## src/rtl/multiplier_taint_track_radix.sv

```systemverilog
// multiplier_taint_track_radix: sequential shift-add multiplier retiring
// DIGIT_BITS multiplier bits per cycle, with signed/unsigned mode, optional
// early termination and 1-bit-per-word taint shadow logic.
module multiplier_taint_track_radix #(
    parameter int unsigned WIDTH      = 32,
    parameter int unsigned DIGIT_BITS = 1,
    parameter int unsigned EARLY_EXIT = 0
) (
    input  logic               clk,
    input  logic               rst,
    input  logic               start,
    input  logic               start_t,
    input  logic [WIDTH-1:0]   multiplier,
    input  logic               multiplier_t,
    input  logic [WIDTH-1:0]   multiplicand,
    input  logic               multiplicand_t,
    input  logic               signed_mode,
    input  logic               signed_mode_t,
    output logic               busy,
    output logic               busy_t,
    output logic [2*WIDTH-1:0] product,
    output logic               product_t,
    output logic               productDone,
    output logic               productDone_t
);

    localparam int unsigned PW     = 2 * WIDTH;
    localparam int unsigned DIGITS = WIDTH / DIGIT_BITS;
    localparam int unsigned CNT_W  = $clog2(DIGITS + 1);
    localparam logic        EE     = (EARLY_EXIT != 0);

    typedef enum logic [1:0] {
        IDLE = 2'd0,
        RUN  = 2'd1,
        DONE = 2'd2
    } state_t;

    state_t             state;
    state_t             state_next;
    logic [WIDTH-1:0]   mreg;
    logic [PW-1:0]      mcand;
    logic [PW-1:0]      sum;
    logic [CNT_W-1:0]   cnt;
    logic               neg;
    logic               in_t;
    logic               ctrl_t;

    logic [WIDTH-1:0]   a_abs;
    logic [WIDTH-1:0]   b_abs;
    logic [PW-1:0]      pp;
    logic [PW-1:0]      sum_next;
    logic [WIDTH-1:0]   mreg_next;
    logic               run_last;

    // Operand magnitudes; the most negative value wraps to its unsigned magnitude
    always_comb begin
        a_abs = (signed_mode && multiplier[WIDTH-1])   ? WIDTH'(-multiplier)   : multiplier;
        b_abs = (signed_mode && multiplicand[WIDTH-1]) ? WIDTH'(-multiplicand) : multiplicand;
    end

    // One digit of partial product, next accumulator and the last-digit decision
    always_comb begin
        pp = '0;
        for (int i = 0; i < int'(DIGIT_BITS); i++) begin
            if (mreg[i]) begin
                pp = pp + (mcand << i);
            end
        end
        sum_next  = sum + pp;
        mreg_next = mreg >> DIGIT_BITS;
        run_last  = (cnt == CNT_W'(1)) || (EE && (mreg_next == '0));
    end

    // State register
    always_ff @(posedge clk) begin
        if (rst) begin
            state <= IDLE;
        end else begin
            state <= state_next;
        end
    end

    // Next-state logic
    always_comb begin
        state_next = state;
        case (state)
            IDLE:    if (start) state_next = RUN;
            RUN:     if (run_last) state_next = DONE;
            DONE:    state_next = IDLE;
            default: state_next = IDLE;
        endcase
    end

    // Status outputs decoded from the state register; control taint covers them
    always_comb begin
        busy          = (state != IDLE);
        productDone   = (state == DONE);
        busy_t        = ctrl_t;
        productDone_t = ctrl_t;
    end

    // Datapath, result register and taint shadow state
    always_ff @(posedge clk) begin
        if (rst) begin
            mreg      <= '0;
            mcand     <= '0;
            sum       <= '0;
            cnt       <= '0;
            neg       <= 1'b0;
            in_t      <= 1'b0;
            ctrl_t    <= 1'b0;
            product   <= '0;
            product_t <= 1'b0;
        end else begin
            case (state)
                IDLE: begin
                    // Accept depends on start; with early exit, latency depends on A and mode
                    ctrl_t <= ctrl_t | start_t
                              | (start & EE & (multiplier_t | signed_mode_t));
                    if (start) begin
                        neg   <= signed_mode & (multiplier[WIDTH-1] ^ multiplicand[WIDTH-1]);
                        mreg  <= a_abs;
                        mcand <= PW'(b_abs);
                        sum   <= '0;
                        cnt   <= CNT_W'(DIGITS);
                        in_t  <= multiplier_t | multiplicand_t | signed_mode_t;
                    end
                end
                RUN: begin
                    sum   <= sum_next;
                    mcand <= mcand << DIGIT_BITS;
                    mreg  <= mreg_next;
                    cnt   <= cnt - CNT_W'(1);
                    if (run_last) begin
                        product   <= neg ? PW'(-sum_next) : sum_next;
                        product_t <= in_t | ctrl_t;
                    end
                end
                default: begin
                end
            endcase
        end
    end

endmodule

```

## config.mk

```make
export PLATFORM = sky130hd
export DESIGN_NAME = multiplier_taint_track_radix
export DESIGN_NICKNAME = d
export VERILOG_FILES = /design/src/rtl/multiplier_taint_track_radix.sv
export SDC_FILE = /design/constraint.sdc
export NUM_CORES = 1
export LEC_CHECK = 0
export ABC_CLOCK_PERIOD_IN_PS = 5600
export BUFFER_PORTS_ARGS = -buffer_cell sky130_fd_sc_hd__clkbuf_2
export CORE_MARGIN = 2
export CORE_UTILIZATION = 55
export CTS_CLUSTER_DIAMETER = 80
export DETAILED_ROUTE_END_ITERATION = 10
export PLACE_DENSITY = 0.74
export SLEW_MARGIN = 25
export SYNTH_ARGS = -nofsm -noshare
export SYNTH_HDL_FRONTEND = slang
export SYNTH_SLANG_ARGS = --single-unit
```

## constraint.sdc

```tcl
create_clock -name clk -period 5.6 [get_ports clk]
set_input_delay 0.84 -clock clk [delete_from_list [all_inputs] [get_ports clk]]
set_output_delay 0.84 -clock clk [all_outputs]
set_load 0.05 [all_outputs]
```

Word-level counts from Yosys, hierarchy flattened. Index checks and enable logic that the tools add are counted. Widths: inputs -> output; s select.

Register bits: 236. Input bits: 72. Output and inout bits: 69. Logic and storage cells: 50.

Add/sub/neg operators: 5. Eq/ne operators: 5. Mux-type cells: 15. Bitwise gates (word level): 6. Reductions and logical operators: 9.

Operators with widths (count): $mux 64 (4); $pmux 64 s2 (2); $mux 32 (3); $add 64x64->64 (1); $neg 32->32 (2); $neg 64->64 (1); $pmux 32 s2 (1); $pmux 6 s2 (1); $reduce_and 2->1 (4); $eq 6x1->1 const B (1); $mux 6 (1); $sub 6x1->6 const B (1); $mux 2 (2); $ne 2x2->1 const B (2); $or 1x1->1 (4); $pmux 2 s2 (1); $reduce_bool 2->1 (2); $eq 2x1->1 const B (1); $eq 2x2->1 const B (1); $logic_and 1x1->1 (2); $logic_not 2->1 (1); $and 1x1->1 (1); $xor 1x1->1 (1).

Logic depth before layout (Yosys ltp).
Depth after elaboration: 4. Gate-level depth with buffers: 21. Mapped depth without buffers: 16.

Worst setup path after synthesis. Ideal clock, no wire load.

Kind: register to register. Start point: reg mreg[0]. End point: reg product[58]. Library setup time: 0.124 ns. Arrival: 4.448 ns. Required time: 5.476 ns. Path slack: 1.029 ns. Stages on the path, launching flop included: 21. Buffers on the path: 4. Period minus slack after synthesis: 4.571 ns. Cells stage by stage: dfxtp_1 > clkbuf_1 > clkbuf_1 > and2_1 > ha_1 > inv_1 > fa_1 > nor2b_4 > o31a_1 > buf_6 > o21a_1 > or3_1 > a222oi_1 > nand4b_2 > nor4b_4 > nand4_2 > or2_1 > buf_6 > o311a_1 > o31ai_2 > a21oi_1.

Word-level cells in the longest chain between the ends: 4.

Ends and longest elaborated chain: start: declaration (line 40) `logic [WIDTH-1:0] mreg;`; start signal: assignment (line 122) `mreg <= a_abs;`; start signal: assignment (line 132) `mreg <= mreg_next;`; $mux 64 (*) (line 65) `if (mreg[i]) begin`; $add 64x64->64 (*) (line 69) `sum_next = sum + pp;`; $neg 64->64 (line 135) `product <= neg ? PW'(-sum_next) : sum_next;`; $mux 64 (*) (line 135); end signal: assignment (line 135); end: declaration (line 21) `output logic [2*WIDTH-1:0] product,`.

Mark *: on every way between the ends. The rest lies on a longest branch, timed or not. A chain may end at the register's enable or synchronous reset.

Worst setup path in the final report. Ends and elaborated chain as after synthesis.

==> metrics.md <==
| Metric | Value |
|---|---|
| Status | completed |
| WS Path Type | reg2reg |
| Die area | 31,300 um2 |
| CTS Sinks | 236 |
| Sequential Power Share | 42.8% |
| RSZ-0062 raised after global routing | no |
| Average wire per standard cell | 21.0 um |
| Clock Path Buffers | 3 |
| Vias in the first global route | 15,800 |
| Final setup viols | 0 |
| Top cell by count, worst path | a21oi_1 |
| GR Util met3 | 4.53% |
| HPWL after DPL | 42,300 um |
| DRT iter0 DRCs | 1,420 |
| Total CTS buffers | 27 |
| RD Place Congestion | 0.982 |
| Share of synthesized registers carrying an async set or reset | 0% |
| Die Wd | 177 um |
| H-tree Lvls | 1 |
| Initial Utilization | 55.6% |
| Met2 Usage GRT | 56.2% |
| Synth top cells by count | dfxtp_1, nand2_1, nor2_1 |
| Die Y-Extent | 177 um |
| Vias/cell | 6.44 |
| Fin nets | 2,378 |
| I/O pins | 141 |
| Synth-to-layout area growth | 11.7% |
| Avg Synthesized Cell Area | 7.65 um2 |
| Row count | 63 |
| Final Skew | 0.0257 ns |
| Sw Pwr | 1.24 mW |
| Switching Share | 29.6% |
| CP Cell Sequence | buf_4 > and2_1 > ha_1 > a21oi_1 > o21ai_0 > a211oi_1 > nor2_1 > nor3_1 > mux2_2 > a31oi_1 > nand4_1 > or2_2 > o311a_1 > o31ai_2 > a21oi_1 |
| Initial antenna violation count | 0 |
| Vias | 17,100 |
| CTS tree | done |
| Worst min-delay path class | reg2reg |
| Share of the synthesized area in the top cell type | 28.7% |
| Type of origin of the critical path | flip-flop |
| Clock root buffer | clkbuf_16 |
| HP Start | product[37] |
| Antenna-violating nets left | 0 |
| Mapped cell area | 16,400 um2 |
| Peak supply drop | 0.218 mV |
| Max Cap Viol | 0 |
| Worst endpoint data arrival time | 5.83 ns |
| Final slew viol count | 0 |
| Post-route DRC | 0 |
| WL final | 55,700 um |
| Yosys cell types | 86 |
| Core Region | 29,600 um2 |
| Fin crit period | 5.42 ns |
| Largest net degree at the start of global routing | 98 |
| CP startpoint | mreg[0] |
| Post-synthesis cell count | 2,151 |
| Slowest-stage cell, CP | nor3_1 |
| Layout cell share with drive strength beyond 1 | 12.4% |
| Sequential share of the synthesized area | 28.7% |
| FF+latch count, synth | 236 |
| Area leader, netlist | dfxtp_1 |
| Count of final hold-check violations | 0 |
| Post-synth net total | 2,292 |
| P_int | 2.94 mW |
| Gr busiest metal | met2 |
| Reg-to-Reg Start | mreg[0] |
| Total power | 4.18 mW |
| Pwr/cell area | 228 nW/um2 |
| Gate power share | 15.8% |
| Req. time, crit path | 6.01 ns |
| Most common cell in the synthesized netlist | dfxtp_1 |
| Leading post-synthesis cells by cell area | dfxtp_1, a21oi_1, nand2_1 |
| Met1 GRT Util | 45.6% |
| Tcrit/Tclk final | 96.8% |
| N_diodes | 0 |
| Post-Route Setup TNS | 0 ns |
| Pleak | 7.48 nW |
| CP endpoint kind | flip-flop |
| Count of flip-flops with a built-in enable after synthesis | 0 |
| Worst Max-Slew Pin Slew | 0.955 ns |
| I/O Buffers | 140 |
| Gr ovfl total | 0 |
| First-pass DRT Iterations | 6 |
| Max-slew headroom | 36.3% |
| Ys Warns | 0 |
| Worst Path Max Fanout | 39 |
| Clk_lat worst skew | 0.57 ns |
| First-pass GRT wire length | 85,800 um |
| Max stage delay on crit path | 0.72 ns |
| Core Util, Final | 62.2% |
| Clock share of power | 41.4% |
| CTS Hold Buffers Added | 0 |
| Clk pin slew, worst setup/hold paths | 0.07 ns |
| Max Freq | 185 MHz |
| Top FF cell, synth | dfxtp_1 |
| Total Routing Usage GR | 34.5% |
final cells by class:
cell class	count	area, um2
clock inverter	9	83.8
sequential	236	4730
clock buffer	41	788
inverter	30	113
tap	390	488
multi-input combinational	1743	11000
fill	2695	11200
timing repair buffer	199	1150
critical path, delay by kind of cell (launching register included):
| kind | cells | cell delay [ns] |
|---|---|---|
| AOI/OAI and AO/OA | 7 | 2.07 |
| and+or+nand+nor | 5 | 1.65 |
| muxes | 1 | 0.43 |
| DFF | 1 | 0.38 |
| buffers and inverters | 1 | 0.36 |
| adders and majority gates | 1 | 0.34 |
worst paths after layout:
kind                                    end  slack [ns]  cells past startpoint
worst max-delay path            product[58]        0.18                     15
worst min-delay path            product[37]        0.45                      2
worst max register to register  product[58]        0.18                     15
worst min register to register  product[37]        0.45                      2
placed cells by master (no fill, tap or decap), types with 27 or more instances in the layout:
master and instances:
a22o_1 77, xnor2_1 65, buf_4 59, nor2_1 188, nor3_1 62, o21ai_0 117, dfxtp_1 235, clkbuf_16 27
nand2_1 235, or3_1 29, a21oi_1 187, inv_1 29, a22oi_1 65, nand4_1 42, ha_1 68, clkbuf_2 139
o31ai_1 28, xor2_1 72, a211oi_1 60, and2_1 84, nand3_1 50
cell families after synthesis:
group,count (synthesis),share of synthesized area [%]
fa+ha+maj,69,5.29
compound gates,714,29.2
mux,7,0.441
flops,236,28.7
buf+inv,172,4.49
xor+xnor,137,7.30
simple gates,816,24.6
metrics by stage:
stage / instance area, um2 / instances / setup slack, ns / hold WS (ns)
after floorplan: 16400 / 2151 / 1.03 / 0.432
after global placement: 17500 / 2598 / 0.328 / 0.439
after detailed placement: 17500 / 2598 / 0.350 / 0.449
after CTS: 18400 / 2648 / 0.334 / 0.457
after global routing: 18400 / 2648 / 0.00516 / 0.481
final: 18400 / 2648 / 0.181 / 0.453
registers in the layout (all words and copies together) (netlist names):
| name | flops |
|---|---|
| mcand | 64 |
| product | 64 |
| sum | 64 |
| mreg | 32 |
| cnt | 6 |
| state | 2 |
| busy_t | 1 |
| in_t | 1 |
| neg | 1 |
| product_t | 1 |
routing by layer:
layer  part of all wire [%]  wire length [um]
met3                    7.3              4060
met4                    4.5              2490
met5                      0                 0
met2                     45             25100
met1                     43             24000
power by group through the flow:
stage,logic [mW],registers [mW],clock network (mW)
floorplan,0.401,1.84,0
finish,0.663,1.79,1.73
CTS,0.652,1.79,1.75
global placement,0.638,1.82,0
detailed placement,0.649,1.83,0
global route,0.714,1.80,1.82
repair_timing:
action                                  4_1_cts  5_1_grt
gates resized for setup                       0        2
endpoints found under the setup margin        0        4
setup buffers                                 0        0
No activity file was read; power rests on OpenSTA's default activity.
